$ cat src/rtl/ins_fetcher_if.sv
// Fetch-unit bus bundle: memory request/response, decoder head port and ROB redirect.
// master = fetch unit side, slave = environment (memory, decoder, ROB) side.
interface ins_fetcher_if;
  logic        fetch2mem_req;
  logic [31:0] fetch2mem_addr;
  logic        mem2fetch_valid;
  logic [31:0] mem2fetch_ins;
  logic        fetch2decoder_valid;
  logic [31:0] fetch2decoder_ins;
  logic [31:0] fetch2decoder_pc;
  logic        decoder2fetch_ready;
  logic        ROB2fetch_redirect;
  logic [31:0] ROB2fetch_target;

  modport master (
    output fetch2mem_req, fetch2mem_addr,
    output fetch2decoder_valid, fetch2decoder_ins, fetch2decoder_pc,
    input  mem2fetch_valid, mem2fetch_ins,
    input  decoder2fetch_ready, ROB2fetch_redirect, ROB2fetch_target
  );

  modport slave (
    input  fetch2mem_req, fetch2mem_addr,
    input  fetch2decoder_valid, fetch2decoder_ins, fetch2decoder_pc,
    output mem2fetch_valid, mem2fetch_ins,
    output decoder2fetch_ready, ROB2fetch_redirect, ROB2fetch_target
  );
endinterface

$ cat src/rtl/ins_fetcher.sv
// Instruction fetch front end: single outstanding memory fetch, circular instruction
// queue toward the decoder, static JAL-taken prediction and ROB redirect/flush.
//
// state    | meaning
// IDLE     | no fetch outstanding; issue one when the queue has room
// WAIT_MEM | fetch outstanding; response is pushed into the queue
// DROP     | fetch outstanding but made stale by a redirect; response discarded
module ins_fetcher #(
  parameter logic [31:0] RESET_PC = 32'h0,
  parameter int          DEPTH    = 4
) (
  input  logic          clk_in,
  input  logic          rst_in,
  input  logic          rdy_in,
  ins_fetcher_if.master bus
);
  localparam int PTR_W = $clog2(DEPTH);
  localparam logic [PTR_W:0] CNT_FULL = (PTR_W + 1)'(DEPTH);

  typedef enum logic [1:0] {IDLE, WAIT_MEM, DROP} state_t;

  state_t             state_q, state_d;
  logic [31:0]        pc_q, pc_d;
  logic               req_q, req_d;
  logic [31:0]        addr_q, addr_d;
  logic [PTR_W-1:0]   head_q, head_d;
  logic [PTR_W-1:0]   tail_q, tail_d;
  logic [PTR_W:0]     count_q, count_d;
  logic [31:0]        ins_mem_q [DEPTH];
  logic [31:0]        pc_mem_q  [DEPTH];

  logic               push, pop;
  logic [31:0]        jal_imm, next_pc;

  // JAL immediate: imm[20|10:1|11|19:12] scattered across ins[31:12]
  assign jal_imm = {{11{bus.mem2fetch_ins[31]}}, bus.mem2fetch_ins[31],
                    bus.mem2fetch_ins[19:12], bus.mem2fetch_ins[20],
                    bus.mem2fetch_ins[30:21], 1'b0};
  assign next_pc = (bus.mem2fetch_ins[6:0] == 7'b1101111) ? pc_q + jal_imm
                                                         : pc_q + 32'd4;

  always_comb begin
    state_d = state_q;
    pc_d    = pc_q;
    req_d   = req_q;
    addr_d  = addr_q;
    head_d  = head_q;
    tail_d  = tail_q;
    count_d = count_q;
    push    = 1'b0;
    pop     = (count_q != '0) && bus.decoder2fetch_ready && !bus.ROB2fetch_redirect;

    case (state_q)
      IDLE: begin
        if (!bus.ROB2fetch_redirect && (count_q < CNT_FULL)) begin
          req_d   = 1'b1;
          addr_d  = pc_q;
          state_d = WAIT_MEM;
        end
      end
      WAIT_MEM: begin
        if (bus.mem2fetch_valid) begin
          req_d   = 1'b0;
          state_d = IDLE;
          if (!bus.ROB2fetch_redirect) begin
            push = 1'b1;
            pc_d = next_pc;
          end
        end else if (bus.ROB2fetch_redirect) begin
          state_d = DROP;
        end
      end
      DROP: begin
        if (bus.mem2fetch_valid) begin
          req_d   = 1'b0;
          state_d = IDLE;
        end
      end
      default: state_d = IDLE;
    endcase

    if (bus.ROB2fetch_redirect) begin
      pc_d    = bus.ROB2fetch_target;
      head_d  = '0;
      tail_d  = '0;
      count_d = '0;
    end else begin
      if (pop)  head_d = head_q + 1'b1;
      if (push) tail_d = tail_q + 1'b1;
      if (push && !pop)      count_d = count_q + 1'b1;
      else if (pop && !push) count_d = count_q - 1'b1;
    end
  end

  always_ff @(posedge clk_in or negedge rst_in) begin
    if (!rst_in) begin
      state_q <= IDLE;
      pc_q    <= RESET_PC;
      req_q   <= 1'b0;
      addr_q  <= '0;
      head_q  <= '0;
      tail_q  <= '0;
      count_q <= '0;
      for (int i = 0; i < DEPTH; i++) begin
        ins_mem_q[i] <= '0;
        pc_mem_q[i]  <= '0;
      end
    end else if (rdy_in) begin
      state_q <= state_d;
      pc_q    <= pc_d;
      req_q   <= req_d;
      addr_q  <= addr_d;
      head_q  <= head_d;
      tail_q  <= tail_d;
      count_q <= count_d;
      if (push) begin
        ins_mem_q[tail_q] <= bus.mem2fetch_ins;
        pc_mem_q[tail_q]  <= pc_q;
      end
    end
  end

  assign bus.fetch2mem_req       = req_q;
  assign bus.fetch2mem_addr      = addr_q;
  assign bus.fetch2decoder_valid = (count_q != '0);
  assign bus.fetch2decoder_ins   = ins_mem_q[head_q];
  assign bus.fetch2decoder_pc    = pc_mem_q[head_q];
endmodule
$ cat src/flat_wrapper.sv
// flat-port wrapper written by rule: the top's interface ports become plain ports
module ins_fetcher_flat 
#(
  parameter logic [31:0] RESET_PC = 32'h0,
  parameter int          DEPTH    = 4
)
  (clk_in, rst_in, rdy_in, bus_fetch2mem_req, bus_fetch2mem_addr, bus_fetch2decoder_valid, bus_fetch2decoder_ins, bus_fetch2decoder_pc, bus_mem2fetch_valid, bus_mem2fetch_ins, bus_decoder2fetch_ready, bus_ROB2fetch_redirect, bus_ROB2fetch_target);
  ins_fetcher_if bus_i ();
  input  logic clk_in;
  input  logic rst_in;
  input  logic rdy_in;
  output wire logic [$bits(bus_i.fetch2mem_req)-1:0] bus_fetch2mem_req;
  output wire logic [$bits(bus_i.fetch2mem_addr)-1:0] bus_fetch2mem_addr;
  output wire logic [$bits(bus_i.fetch2decoder_valid)-1:0] bus_fetch2decoder_valid;
  output wire logic [$bits(bus_i.fetch2decoder_ins)-1:0] bus_fetch2decoder_ins;
  output wire logic [$bits(bus_i.fetch2decoder_pc)-1:0] bus_fetch2decoder_pc;
  input wire logic [$bits(bus_i.mem2fetch_valid)-1:0] bus_mem2fetch_valid;
  input wire logic [$bits(bus_i.mem2fetch_ins)-1:0] bus_mem2fetch_ins;
  input wire logic [$bits(bus_i.decoder2fetch_ready)-1:0] bus_decoder2fetch_ready;
  input wire logic [$bits(bus_i.ROB2fetch_redirect)-1:0] bus_ROB2fetch_redirect;
  input wire logic [$bits(bus_i.ROB2fetch_target)-1:0] bus_ROB2fetch_target;
  assign bus_fetch2mem_req = bus_i.fetch2mem_req;
  assign bus_fetch2mem_addr = bus_i.fetch2mem_addr;
  assign bus_fetch2decoder_valid = bus_i.fetch2decoder_valid;
  assign bus_fetch2decoder_ins = bus_i.fetch2decoder_ins;
  assign bus_fetch2decoder_pc = bus_i.fetch2decoder_pc;
  assign bus_i.mem2fetch_valid = bus_mem2fetch_valid;
  assign bus_i.mem2fetch_ins = bus_mem2fetch_ins;
  assign bus_i.decoder2fetch_ready = bus_decoder2fetch_ready;
  assign bus_i.ROB2fetch_redirect = bus_ROB2fetch_redirect;
  assign bus_i.ROB2fetch_target = bus_ROB2fetch_target;
  ins_fetcher #(.RESET_PC(RESET_PC), .DEPTH(DEPTH)) u_core (.clk_in(clk_in), .rst_in(rst_in), .rdy_in(rdy_in), .bus(bus_i));
endmodule
$ cat config.mk
export PLATFORM = sky130hd
export DESIGN_NAME = ins_fetcher_flat
export DESIGN_NICKNAME = d
export VERILOG_FILES = /design/src/rtl/ins_fetcher_if.sv /design/src/rtl/ins_fetcher.sv /design/src/flat_wrapper.sv
export SDC_FILE = /design/constraint.sdc
export NUM_CORES = 1
export LEC_CHECK = 0
export ABC_AREA = 1
export CAP_MARGIN = 40
export CORE_MARGIN = 2
export CORE_UTILIZATION = 40
export DETAILED_ROUTE_END_ITERATION = 6
export DONT_BUFFER_PORTS = 1
export PLACE_DENSITY = 0.57
export SYNTH_ARGS = -nofsm -noshare
export SYNTH_HDL_FRONTEND = slang
export SYNTH_SLANG_ARGS = --single-unit
$ cat constraint.sdc
create_clock -name clk_in -period 2 [get_ports clk_in]
set_clock_uncertainty 0.15 [all_clocks]
set_input_delay 0.4 -clock clk_in [delete_from_list [all_inputs] [get_ports clk_in]]
set_output_delay 0.4 -clock clk_in [all_outputs]
set_load 0.02 [all_outputs]
==> results of run 1 <==
==> sequential cells by signal (all words and copies together) (netlist names) <==
register / count
u_core.count_q: 3
u_core.pc_q: 32
u_core.state_q: 2
u_core.pc_mem_q: 128
u_core.ins_mem_q: 128
u_core.head_q: 2
u_core.bus.fetch2mem_req: 1
u_core.tail_q: 2
u_core.bus.fetch2mem_addr: 32
==> routing by layer <==
| metal | wire length (um) | share of wire (%) | global-route usage, % |
|---|---|---|---|
| met1 | 27000 | 44 | 37.1 |
| met2 | 28900 | 47 | 43.8 |
| met3 | 3840 | 6.2 | 4.52 |
| met4 | 1620 | 2.6 | 7.76 |
| met5 | 0 | 0 | 0 |
==> power by group through the flow <==
stage	sequential (uW)	combinational (uW)	clock, uW
finish	10500	17200	7540
global route	10700	18600	7970
CTS	10400	15900	7670
detailed placement	10400	13500	0
global placement	10300	13300	0
floorplan	10100	8440	0
==> synth_stat cells (all sizes together), types with 5 or more instances <==
master,instances
nand3b,5
xor2,14
o22ai,70
o21bai,6
nor3,23
buf,54
clkbuf,69
inv,182
nand4,9
dfrtp,330
o21ai,456
nor2,213
a21oi,59
nand2,632
ha,39
or2,6
nand3,85
==> cells by family (layout without fill, tap and decap cells) <==
group	count (synthesis)	in the layout	synth area share (%)
AO/OA/AOI/OAI	606	606	18.4
XOR/XNOR	16	16	0.808
adder cells (fa/ha/maj)	41	41	3.04
buffers and inverters	308	579	7.18
flip-flops	330	330	47.6
other	0	2	0
AND/OR/NAND/NOR	977	977	23.0
==> per-stage QoR <==
stage,hold slack [ns],setup WS (ns)
after floorplan,-0.0456,0.0110
after global routing,-0.626,-0.538
after global placement,-0.0210,-0.215
final,-0.606,-0.492
after detailed placement,-0.0243,-0.216
after CTS,-0.614,-0.488
==> timing repair <==
item                                   CTS  global route
pin swaps                               50           100
setup buffers                           26            17
gates resized for setup                258           264
hold buffers                            67             1
endpoints found under the hold margin  477           331
setup endpoints to repair               89           322
gates cloned                             7             4
==> worst max-delay path by stage <==
stage,from,end,slack (ns)
5_1_grt,u_core.head_q[0],bus_fetch2decoder_ins[6],-0.54
3_5_place_dp,bus_mem2fetch_ins[21],u_core.pc_q[31],-0.22
6_report,u_core.head_q[0],bus_fetch2decoder_ins[10],-0.49
3_3_place_gp,bus_mem2fetch_ins[21],u_core.pc_q[31],-0.21
4_1_cts,u_core.head_q[0],bus_fetch2decoder_ins[6],-0.49
2_1_floorplan,u_core.pc_q[2],u_core.pc_q[21],0.01
==> area by class of cell <==
class / count / area, sq um
repair inverters: 1 / 7.51
diodes: 2 / 5.00
well taps: 585 / 732
flip-flops and latches: 330 / 8270
clock inverters: 12 / 149
repair buffers: 323 / 3480
inverters: 184 / 713
fillers: 3968 / 18700
multi-input cells: 1640 / 9690
clock buffers: 59 / 1210
==> impl_results.md, run 1 <==
- Status: complete, but fails checks
- Violated checks: negative hold slack, negative setup slack
- Critical Path Stages: 6
- Layout cell share with drive strength beyond 1: between 20 and 30%
- Setup TNS: -28.32 ns
- Critical path class: flop to primary output
- Number of synthesized flops with an enable pin: 0
- Logic gate share of total power: between 40% and 50%
- Crit path arrival time: 1.94 ns
- Die W: roughly 210 um
- Total track usage: between 20 and 30%
- Switch share: around two fifths
- Synthesis Warnings: 0
- Antenna-violating nets left: 0
- Dpl cell area: a little under 0.02 sq mm
- Clock power frac: a little over a fifth
- Fraction of power consumed by sequential logic: between 20% and 30%
- Flop2flop setup slack: -0.11 ns
- Cells after synthesis: ~2300
- Switch Pwr: between 10000 and 15000 uW
- Slew HR: a little over half
- Ys flop type: dfrtp_1
- Slowest stage cell on the critical path: dfrtp_4
- Num ports: around 170
- Synth Register Bits: 330
- Starting Density: between 40% and 50%
- Drt initial violations: around 1300
- Worst hold slack: -0.606 ns
- Largest net degree at the start of global routing: approximately 330
- # DRC: 0
- First-pass GRT wire length: about 93000 um
- Avg WL per Cell: between 15 and 20 um
- Clock sinks: 330
- Post-Layout Cell Count: between 3000 and 4000
- Area leader, netlist: dfrtp_1
- Vias in the first global route: approximately 16000
- Vias/cell: approximately 5.4
- CTS tree: done
- Tcrit/Tclk final: 125%
- Worst Reg2Reg Path Length in Cells: 10
- Die area: 0.0450 sq mm
- # setup viols final: 80
- CTS Buf Count: 40
- Layout Utilization: a little under three fifths
- Slew of the pin with the lowest slew margin: ~0.68 ns
- Startpoint Class: flop
- End of the worst register-to-register path: u_core.pc_q[23]
- Initial antenna violation count: 3
- Vias: ~17000
- Most frequent cells in the layout: 565 x nand2_1, 323 x dfrtp_1, 319 x o21ai_0
- Total Wirelength: 61400 um
- Leakage: 0.0114 uW
- Synthesized area: 0.0173 sq mm
- GRT overflow: 0
- Max Cap Viol: 0
- CP max stage delay: ~0.56 ns
- CP top delay family: buffers and inverters
- WP buf/inv: 4
- Clk root buf: clkbuf_16
- CP max FO: 8
- Total Power: between 30000 and 40000 uW
- Cells along the critical path: clkinv_8 -> buf_12 -> buf_12 -> nor2_4 -> o22ai_2 -> buf_6
- Seq/Total Area, Yosys: between 40% and 50%
- Mapped Avg Cell Area: roughly 7.6 sq um
- Post-Layout Inst Area: ~0.024 sq mm
- Port buffer count: 0
- Top cell by count, worst path: buf_12
- Drt pass-1 iters: 5
- Period minus WS final: approximately 2.5 ns
- Netlist cell types: 44
- Core Rows: between 70 and 80
- Synth top area cells: dfrtp_1 48%, nand2_1 14%, o21ai_0 12%, nor2_1 4.5%, inv_1 3.6%
- Synth top area share: a little under half
- Worst-Skew Late Latency: between 0.5 and 0.6 ns
- P&R area growth vs syn: 39.9%
- Commonest non-fill, non-tap cell in the layout: nand2_1
- Slew Limit Fails: 0
- Async set-reset flop share out of synthesis: 100%
- Placed cell count: about 2900
- Core ar.: 0.0430 sq mm
- Post-DP HPWL: between 30000 and 40000 um
- Final Hold Vio Count: between 300 and 400
- Fmax: approximately 400 MHz
- Clk pin slew, worst setup/hold paths: about 0.060 ns
- HP Class: primary input to asynchronous set/reset pin
- H-tree Lvls: 2
- CP endpoint kind: primary output
- Total Nets Final: 2631
- RSZ-0062 raised after global routing: true
- Syn Nets: about 2400
- Final WS setup: -0.492 ns
- Req. time, crit path: ~1.5 ns
- Routability cong.: about 0.94
- R2r startpoint: u_core.pc_q[11]
- P_int: between 20000 and 25000 uW
- Peak supply drop: roughly 0.7 mV
- Die Height: 212 um
- Clock tree buffer depth: 3
- Pwr dens: 1450 mW/mm^2
No activity file was read; power rests on OpenSTA's default activity.
==> run 2: changes to the inputs <==
- CORE_MARGIN: 2 -> unset
- PLACE_DENSITY: 0.57 -> 0.58
==> run 2 against run 1 <==
  * The flow still finishes with violations (negative hold slack, negative setup slack)
  * Cell count down 0.32%
  * Clock power down 1%
  * Routed wire length up 7.4%
  * Worst hold slack better by 0.032 ns
  * Cell area down 1.7%
  * First-iteration DRC count up 16%
  * Combinational power down 4%
  * Largest cell class unchanged
==> impl_results.md, run 2 (synthesized netlist as in run 1, its figures left out) <==
- Status: complete, but fails checks
- Violated checks: negative hold slack, negative setup slack
- Dpl cell area: roughly 0.020 sq mm
- Slowest stage cell on the critical path: dfrtp_4
- Num ports: around 170
- HP Class: primary input to asynchronous set/reset pin
- Core Rows: 75
- Clock sinks: 330
- Avg WL per Cell: ~21 um
- Vias in the first global route: between 15000 and 20000
- Largest regs: u_core.ins_mem_q x128, u_core.pc_mem_q x128
- RSZ-0062 raised after global routing: true
- Peak supply drop: just under 0.7 mV
- Die W: 210 um
- # setup viols final: 318
- Top cell by count, worst path: buf_12
- Tcrit/Tclk final: 125%
- Worst hold slack: -0.574 ns
- Cells along the critical path: clkinv_8 -> buf_12 -> buf_12 -> nor2_1 -> o22ai_2 -> buf_6
- GRT overflow: 0
- Placed cell count: roughly 2900
- # DRC: 0
- Slew of the pin with the lowest slew margin: 0.761 ns
- CP endpoint kind: primary output
- Total track usage: between 20% and 30%
- Initial antenna violation count: 4
- Fmax: about 400 MHz
- Largest net degree at the start of global routing: 331
- P&R area growth vs syn: 37.6%
- Critical path class: flop to primary output
- Max Cap Viol: 0
- Register Area: 0.00826 sq mm
- Total Wirelength: roughly 66000 um
- Startpoint Class: flop
- Final WS setup: -0.509 ns
- Antenna-violating nets left: 0
- Drt pass-1 iters: 5
- Clk root buf: clkbuf_16
- Post-Layout Inst Area: approximately 0.024 sq mm
- Drt initial violations: between 1500 and 2000
- Clock tree buffer depth: 3
- Crit path arrival time: 1.96 ns
- WP buf/inv: 4
- Number of hold buffers added after cts: 66
- Die area: ~0.044 sq mm
- Routability cong.: approximately 0.95
- CTS tree: done
- CP max stage delay: 0.57 ns
- CP top delay family: flip-flops
- Total Nets Final: roughly 2600
- Period minus WS final: between 2 and 3 ns
- Die Height: between 200 and 250 um
- CTS Buf Count: 38
- Post-Layout Cell Count: roughly 3100
- CP max FO: 7
- Slew Limit Fails: 0
- Total Power: between 30000 and 40000 uW
- Layout cell share with drive strength beyond 1: between 20% and 30%
- Final Hold Vio Count: 330
- Vias/cell: approximately 5.5
- Fill count: between 3000 and 4000
- Commonest non-fill, non-tap cell in the layout: nand2_1
- Area of the multi-input gates: ~0.009 sq mm
- Port buffer count: 0
- Starting Density: between 40% and 50%
- Vias: about 17000
- Layout Utilization: between 50% and 60%
- Most frequent cells in the layout: 578 x nand2_1, 327 x dfrtp_1, 298 x o21ai_0
- H-tree Lvls: 2
- Pwr dens: 1450 mW/mm^2
- Post-DP HPWL: about 40000 um
- Slew HR: between 40% and 50%
- Clk pin slew, worst setup/hold paths: 0.06 ns
- Worst-Skew Late Latency: about 0.56 ns
- First-pass GRT wire length: between 90000 and 100000 um
- Leakage: ~0.011 uW
- Req. time, crit path: roughly 1.5 ns
- Core ar.: ~0.042 sq mm
## run 2: path summary, 6_finish.rpt
kind	startpoint	to	slack, ns	depth (start not counted)
max in group asynchronous	rst_in	u_core.pc_q[27]	1.88	0
worst max register to register	u_core.pc_q[22]	u_core.pc_q[24]	-0.16	11
worst min register to register	u_core.ins_mem_q[57]	u_core.ins_mem_q[57]	0.33	2
min in group clk_in	bus_ROB2fetch_redirect	u_core.count_q[0]	0.02	5
worst max-delay path	u_core.head_q[0]	bus_fetch2decoder_ins[30]	-0.51	6
worst min-delay path	rst_in	u_core.ins_mem_q[18]	-0.57	0
## run 2: cell type report
type                            instances  area share (%)
Antenna cell                            3          0.0315
Clock buffer                           49            4.46
Clock inverter                         18            1.10
Inverter                              184            2.97
Multi-Input combinational cell       1643            38.7
Sequential cell                       330            34.6
Tap cell                              577            3.03
Timing Repair Buffer                  322            15.0
## run 2: layer usage
layer | vias up | routed length, um | track usage, %
met4 | 0 | 2230 | 10.3
li1 | 7996 | - | -
met1 | 8352 | 28600 | 36.5
met2 | 638 | 30400 | 41.6
met5 | - | 0 | 0
met3 | 129 | 4710 | 4.84
## run 2: where the power goes
part | switching (uW) | total (uW) | internal (uW)
combinational | 9550 | 16500 | 6940
sequential | 1880 | 10600 | 8680
clock | 2920 | 7460 | 4540
## run 2: metrics by stage
step                hold WS [ns]  TNS [ns]  setup slack (ns)
finish                    -0.574    -39.45            -0.509
CTS                       -0.611   -104.15            -0.525
global route              -0.603    -70.16            -0.562
global placement         -0.0220     -3.21            -0.250
floorplan                -0.0456         0            0.0110
detailed placement       -0.0177     -3.77            -0.281
## run 2: repair_timing
| action | in CTS | in global routing |
|---|---|---|
| hold endpoints to repair | 482 | 330 |
| endpoints found under the setup margin | 167 | 364 |
| pin swaps | 20 | 33 |
| resized for setup | 116 | 294 |
| setup buffers | 0 | 10 |
| cloned | 1 | 33 |
==> run 3: changes to the inputs <==
- CAP_MARGIN: 40 -> unset
==> results of run 3 <==
Same layout as run 2: the final DEF is identical, and so are final timing and power.
